<file path="src/rtl/ffz_alloc.sv">
// Slot allocator: claims the lowest (MODE 0) or highest (MODE 1) free slot of a
// registered occupancy bitmap per alloc request, and releases slots on free requests.
module ffz_alloc #(
    parameter int              WID  = 96,
    parameter int              IDXW = $clog2(WID),
    parameter int              MODE = 0,
    parameter logic [WID-1:0]  INIT = '0
) (
    input  logic            clk_i,
    input  logic            rst_ni,
    input  logic            alloc_req_i,
    output logic            alloc_ack_o,
    output logic            alloc_fail_o,
    output logic [IDXW-1:0] alloc_idx_o,
    input  logic            free_req_i,
    input  logic [IDXW-1:0] free_idx_i,
    output logic            free_err_o,
    output logic            full_o,
    output logic [IDXW:0]   count_o,
    output logic [WID-1:0]  bitmap_o
);

    localparam int NLEAF = (WID + 5) / 6;
    localparam int LVLS  = (NLEAF > 1) ? $clog2(NLEAF) : 0;
    localparam int NP    = 1 << LVLS;
    localparam int SRW   = NP * 6;

    logic [WID-1:0]  bitmap_q, bitmap_d;
    logic [IDXW:0]   count_q, count_d;
    logic            ack_q, ack_d;
    logic            fail_q, fail_d;
    logic            err_q, err_d;
    logic [IDXW-1:0] idx_q, idx_d;

    logic [SRW-1:0]  srch;
    logic            found;
    logic [IDXW-1:0] root_ix;
    logic [IDXW-1:0] srch_idx;
    logic            free_ok;
    logic            grant;

    // MODE 1 searches a bit-reversed copy so one lowest-zero tree serves both directions;
    // padding slots read as occupied and are never found.
    always_comb begin
        srch = '1;
        for (int i = 0; i < WID; i++) begin
            srch[i] = (MODE == 1) ? bitmap_q[WID-1-i] : bitmap_q[i];
        end
    end

    // Heap-ordered tree: 6-bit leaf encoders at NP..2NP-1, pairwise lower-half-wins above.
    always_comb begin
        logic            nf  [2*NP];
        logic [IDXW-1:0] nix [2*NP];
        for (int n = 0; n < 2 * NP; n++) begin
            nf[n]  = 1'b0;
            nix[n] = '0;
        end
        for (int g = 0; g < NP; g++) begin
            for (int k = 5; k >= 0; k--) begin
                if (!srch[g*6+k]) begin
                    nf[NP+g]  = 1'b1;
                    nix[NP+g] = IDXW'(g * 6 + k);
                end
            end
        end
        for (int n = NP - 1; n >= 1; n--) begin
            nf[n]  = nf[2*n] | nf[2*n+1];
            nix[n] = nf[2*n] ? nix[2*n] : nix[2*n+1];
        end
        found   = nf[1];
        root_ix = nix[1];
    end

    assign srch_idx = (MODE == 1) ? (IDXW'(WID - 1) - root_ix) : root_ix;

    assign grant   = alloc_req_i && found;
    assign free_ok = free_req_i && ({1'b0, free_idx_i} < (IDXW+1)'(WID)) && bitmap_q[free_idx_i];

    // The search sees the pre-free bitmap; a granted bit is zero and a legal free bit is one,
    // so both updates never touch the same slot.
    always_comb begin
        bitmap_d = bitmap_q;
        idx_d    = idx_q;
        ack_d    = 1'b0;
        fail_d   = 1'b0;
        err_d    = 1'b0;
        if (alloc_req_i) begin
            if (found) begin
                bitmap_d[srch_idx] = 1'b1;
                ack_d              = 1'b1;
                idx_d              = srch_idx;
            end else begin
                fail_d = 1'b1;
            end
        end
        if (free_req_i) begin
            if (free_ok) begin
                bitmap_d[free_idx_i] = 1'b0;
            end else begin
                err_d = 1'b1;
            end
        end
        count_d = count_q + (IDXW+1)'(grant) - (IDXW+1)'(free_ok);
    end

    always_ff @(posedge clk_i) begin
        if (!rst_ni) begin
            bitmap_q <= INIT;
            count_q  <= (IDXW+1)'($countones(INIT));
            ack_q    <= 1'b0;
            fail_q   <= 1'b0;
            err_q    <= 1'b0;
            idx_q    <= '0;
        end else begin
            bitmap_q <= bitmap_d;
            count_q  <= count_d;
            ack_q    <= ack_d;
            fail_q   <= fail_d;
            err_q    <= err_d;
            idx_q    <= idx_d;
        end
    end

    assign alloc_ack_o  = ack_q;
    assign alloc_fail_o = fail_q;
    assign alloc_idx_o  = idx_q;
    assign free_err_o   = err_q;
    assign count_o      = count_q;
    assign bitmap_o     = bitmap_q;
    assign full_o       = &bitmap_q;

endmodule

</file>
<file path="config.mk">
export PLATFORM = sky130hd
export DESIGN_NAME = ffz_alloc
export DESIGN_NICKNAME = d
export VERILOG_FILES = /design/src/rtl/ffz_alloc.sv
export SDC_FILE = /design/constraint.sdc
export NUM_CORES = 1
export LEC_CHECK = 0
export CORE_UTILIZATION = 40
export CTS_BUF_LIST = sky130_fd_sc_hd__clkbuf_4 sky130_fd_sc_hd__clkbuf_8 sky130_fd_sc_hd__clkbuf_16
export DETAILED_ROUTE_END_ITERATION = 8
export SLEW_MARGIN = 20
export SYNTH_ARGS = -nofsm -noshare
export SYNTH_HDL_FRONTEND = slang
export SYNTH_SLANG_ARGS = --single-unit
</file>
<file path="constraint.sdc">
create_clock -name clk_i -period 7.6 [get_ports clk_i]
set_clock_uncertainty 0.2 [all_clocks]
set_input_delay 1.52 -clock clk_i [delete_from_list [all_inputs] [get_ports clk_i]]
set_output_delay 1.52 -clock clk_i [all_outputs]
set_load 0.02 [all_outputs]
</file>
Word level (Yosys, flattened, before mapping)
Index checks and enable logic that the tools add are counted.
{"block": "totals", "reg_bits": 114, "word_cells": 260, "output_inout_bits": 115}
{"block": "classes", "bitwise_logic": 18, "n_mux": 220, "n_addsub": 2, "magnitude_cmp": 5, "reduce_logical": 9}
{"op": "$mux W7", "n": 101}
{"op": "$mux W96", "n": 4}
{"op": "$mux W1", "n": 102}
{"op": "$and A96 B96 Y96", "n": 1}
{"op": "$not A96 Y96", "n": 1}
{"op": "$or A96 B96 Y96", "n": 1}
{"op": "$reduce_and A96 Y1", "n": 1}
{"op": "$mux W6", "n": 5}
{"op": "$lt A7 B8 Y1 const B", "n": 2}
{"op": "$mux W5", "n": 3}
{"op": "$or A1 B1 Y1", "n": 15}
{"op": "$demux W1 S7", "n": 2}
{"op": "$ge A7 B1 Y1 const B", "n": 2}
{"op": "$add A8 B1 Y8", "n": 1}
{"op": "$sub A8 B1 Y8", "n": 1}
{"op": "$bmux W1 S7", "n": 1}
{"op": "$lt A7 B7 Y1 const B", "n": 1}
{"op": "$reduce_and A2 Y1", "n": 3}
{"op": "$logic_and A1 B1 Y1", "n": 5}
{"op": "$mux W4", "n": 1}
{"op": "$mux W3", "n": 1}

Depth between registers and ports, before layout
{"block": "depth", "word_depth": 20, "mapped_depth": 20}

Least setup slack after synthesis
No wires, ideal clock.
{"block": "synth_path", "kind": "in2reg", "startpoint": "in free_idx_i[2]", "endpoint": "reg count_q[6] (netlist: count_o[6])", "path_stages": 19, "path_buffers": 2, "arrival_time_ps": 4867, "slack_ps": 2418, "t_required_ps": 7285, "path_cell_list": "buf_2 -> buf_2 -> mux2_2 -> a221oi_1 -> o221ai_1 -> a41oi_1 -> o311ai_2 -> and2_1 -> ha_1 -> inv_1 -> ha_1 -> fa_1 -> a21oi_1 -> o21bai_1 -> a21oi_1 -> nor2_1 -> nor2_1 -> xnor2_1 -> and2_1"}
{"block": "synth_between", "elab_chain_cells": 4, "elab_cells_between_ends": 6}
{"element": "start: declaration", "line_no": "16", "rtl": "input logic [IDXW-1:0] free_idx_i,"}
{"element": "$bmux W1 S7 / $lt A7 B7 Y1 (equally long branches)", "line_no": "78", "rtl": "assign free_ok = free_req_i && ({1'b0, free_idx_i} < (IDXW+1)'(WID)) && bitmap_q[free_idx_i];"}
{"element": "$mux W1 (implied by the code) / $logic_and A1 B1 Y1 (equally long branches)", "line_no": "78"}
{"element": "$logic_and A1 B1 Y1 (*)", "line_no": "78"}
{"element": "$sub A8 B1 Y8 (*)", "line_no": "104", "rtl": "count_d = count_q + (IDXW+1)'(grant) - (IDXW+1)'(free_ok);"}
{"element": "end signal: assignment", "line_no": "110", "rtl": "count_q <= (IDXW+1)'($countones(INIT));"}
{"element": "end signal: assignment", "line_no": "117", "rtl": "count_q <= count_d;"}
{"element": "end: declaration", "line_no": "29", "rtl": "logic [IDXW:0] count_q, count_d;"}
Mark *: on every way between the ends. The rest lies on a longest branch, timed or not. The select of a mux whose other input is x is not followed.
A chain may end at the register's enable or synchronous reset.

Worst setup path after layout
{"block": "layout_path", "startpoint": "in free_idx_i[1]", "endpoint": "reg count_q[7] (netlist: count_o[7])"}
Same word-level chain as after synthesis.

==> reports/results.ini <==
[clock_tree]
cts.sink_count = 114
cts-root-buf = clkbuf_16
ctsResizeCount = 0
insertion_delay_ps = 420
numCtsBuffers = 17
post_cts_buffers = 0
cts_hold_buf = 0
cts_tree = yes
clk_pin_slew_worst_paths_ps = 60
htreeDepth = 4
cts.path.max_buffers = 2

[synth]
synth_area_leaders = dfxtp_1 31%, o221a_2 12%, and3_1 6.7%, nand2_1 3.3%, o221a_1 2.8%
synth-seq-cells = 114
synth_compound_gate_area_share_pct = 28.90
synthFlopType = dfxtp_1
async_flop_share_pct = 0
synth.area.mux_share_pct = 4.028
synth_xor_xnor_area_share_pct = 0.8434
synth_top_area_share_pct = 31.39
synth_edf_count = 0
synth_top_family_by_area = compound AO/OA/AOI/OAI gates
avgSynthCellArea_sq_um = 9.008
yosysWarnings = 0
syn_area_sq_um = 7269
yosysSeqAreaShare_pct = 31.39
synthAdderAreaFrac_pct = 1.652
synth-simple-area-share_pct = 28.09
netlist.top_cell.by_area = dfxtp_1
syn_nets = 827
syn_inst = 807
ys_types = 71

[place]
routabilityCongestion = 0.9704
hpwl_microns = 20730
placed_cell_area_sq_um = 8650
dp_slack_ps = 1059
place.port_buffers = 125

[grt]
grt_max_degree = 115
grt-ovfl-total = 0
grt_pass1_wl_microns = 46040
antenna_found_initial = 0
gr-usage-all-layers_pct = 33.34
grt_pass1_vias = 7310

[routing]
num_vias = 7817
first_pass_iters = 5
detail_route.wirelength_microns = 30540
initialDrtViolationCount = 799
routedWlPerCell_microns = 26.79
via_per_inst = 6.857
ant_nets = 0
drc = 0

[floorplanning]
floorplan.initialDensity_pct = 41.45
die_w_microns = 136.8
io_pins = 126
die-area_sq_um = 18720
core-area_sq_um = 17540
dieHeight_microns = 136.8
num_rows = 48

[power]
p_int_mw = 1.326
swShare_pct = 27.59
p_per_area_nw_per_um2 = 196.8
p_comb_share_pct = 16.8
p_clk_share_pct = 48.6
p_sw_mw = 0.5051
p_leak_nw = 3.325
vdd_drop_max_uv = 152.7
p_seq_share_pct = 34.6

[critical_path]
reg2reg_to = count_o[7]$_SDFF_PN0_
cp-startpoint = free_idx_i[1]
path_class = in2reg
crit_family = compound AO/OA/AOI/OAI gates
max_stage_delay_ps = 910
reg2reg_slack_ps = 2830
path_buf_inv = 3
path_max_fanout = 17
cp-endpoint = count_o[7]$_SDFF_PN0_
path_cells = clkdlybuf4s50_1 -> buf_4 -> mux2_2 -> a22oi_1 -> a21oi_1 -> o311a_1 -> a31oi_1 -> o311ai_2 -> and2_1 -> ha_1 -> inv_1 -> ha_1 -> a21o_1 -> a21oi_1 -> o21bai_1 -> a21oi_1 -> o21bai_1 -> a21oi_1 -> xnor2_1 -> and2_1
critPathLaunchType = input pin
regToRegStartpoint = bitmap_o[50]$_SDFF_PN0_
crit_arrival_ps = 6290
worst_setup_path_end_kind = flop
reg2reg_depth = 18
slowest_stage = clkdlybuf4s50_1
cp.depth = 20
crit_top_cell = a21oi_1
required_ps = 7720

[sta]
final_hold_viol_count = 0
setup_slack_ps = 1428
whs_ps = 271.9
fmax_mhz = 162.0
fin_crit_ps = 6172
max_slew_margin_pct = 23.31
drv_slew = 0
rsz0062_at_grt = false
timing.final.crit_share_pct = 81.21
worst_slew_pin_slew_ps = 1147
setup_violations = 0
setup_tns_ps = 0

[run]
cap_viol_max_count = 0

[hold_path]
hold_path_class = reg2reg
min_from = alloc_idx_o[6]$_SDFFE_PN0P_

[status]
outcome = finished clean

[layout]
final_common_cell = clkdlybuf4s50_1
final_area_sq_um = 9300
final_cell_mix = 124 x clkdlybuf4s50_1, 114 x dfxtp_1, 79 x o221a_2
nets = 922
antenna_cells = 0
syn2layout_area_growth_pct = 27.93
drive_gt1_share_pct = 19.34

## cell type report
| class | count | area (sq um) |
|---|---|---|
| multi-input cells | 601 | 4626 |
| flip-flops and latches | 114 | 2282 |
| repair buffers | 139 | 1355 |
| clock buffers | 20 | 466.7 |
| well taps | 225 | 281.5 |
| inverters | 29 | 108.9 |
| fillers | 1602 | 8237 |
| clock inverters | 12 | 180.2 |
## power by group through the flow
stage                     Clock [mW]  Sequential (mW)  Combinational [mW]
after floorplan                    0            0.664               0.192
after global placement             0            0.646               0.297
after detailed placement           0            0.646               0.306
after CTS                      0.890            0.634               0.307
after global routing           0.916            0.637               0.339
final                          0.889            0.633               0.308
## registers in the layout (all words and copies together) (netlist names)
| name | flops |
|---|---|
| count_o | 8 |
| alloc_ack_o | 1 |
| alloc_fail_o | 1 |
| free_err_o | 1 |
| bitmap_o | 96 |
| alloc_idx_o | 7 |
## per-stage QoR
stage | cells | util, % | total power [mW]
floorplan | 807 | - | 0.8554
global placement | 1108 | 49.32 | 0.9426
global route | 1140 | 53.03 | 1.892
detailed placement | 1108 | 49.32 | 0.9520
CTS | 1140 | 53.01 | 1.831
finish | 1140 | 53.03 | 1.831
## Yosys cell counts, types with 4 or more instances
library cell / count
nor3_2: 5
nand2b_1: 9
o221a_2: 79
nand3b_1: 6
inv_1: 29
a22oi_1: 6
o211a_1: 4
mux2_2: 14
nor2b_1: 18
nand4_1: 27
o221a_1: 18
nor4_2: 4
nor4_1: 30
o21ai_0: 13
nor4b_2: 4
xnor2_1: 5
a21boi_0: 6
nand3_1: 26
nor2_1: 21
and2_1: 14
nand2_1: 63
dfxtp_1: 114
nor3_1: 10
buf_2: 11
o221ai_1: 6
a221oi_1: 19
clkbuf_1: 47
o211ai_1: 8
mux4_2: 6
a21oi_1: 14
a31oi_1: 12
and4_1: 10
and3_1: 78
a32oi_1: 4
ha_1: 8
## how the worst min path moves through the flow
stage                                        endpoint  slack (ps)  depth (start not counted)
final                     alloc_idx_o[6]$_SDFFE_PN0P_         270                          2
after CTS                 alloc_idx_o[6]$_SDFFE_PN0P_         280                          2
after floorplan           alloc_idx_o[1]$_SDFFE_PN0P_         340                          2
after global routing      alloc_idx_o[6]$_SDFFE_PN0P_         300                          2
after detailed placement  alloc_idx_o[6]$_SDFFE_PN0P_         270                          2
after global placement    alloc_idx_o[1]$_SDFFE_PN0P_         260                          2
## metal layers
metal / vias to the layer above / global-route usage, % / wire length, microns
met3: 73 / 5.037 / 2280
met5: - / 0 / 0
met1: 3839 / 46.36 / 13510
met2: 439 / 51.16 / 13790
li1: 3466 / - / -
met4: 0 / 13.92 / 959
## logic make-up (layout without fill, tap and decap cells)
group | Yosys count | in the layout
buffers and inverters | 92 | 200
xor gates and xnor gates | 7 | 7
adders and majority gates | 9 | 9
DFF | 114 | 114
and+or+nand+nor | 338 | 338
muxes | 20 | 20
AOI/OAI and AO/OA | 227 | 227
## worst register-to-register path, delay by kind of cell, from the launching register on
| kind | cells | cell delay (ps) |
|---|---|---|
| compound gates | 6 | 1020 |
| simple gates | 7 | 2150 |
| buf+inv | 2 | 310 |
| xor+xnor | 1 | 80 |
| fa+ha+maj | 2 | 450 |
| flops | 1 | 460 |
(Power assumes the default switching activity.)
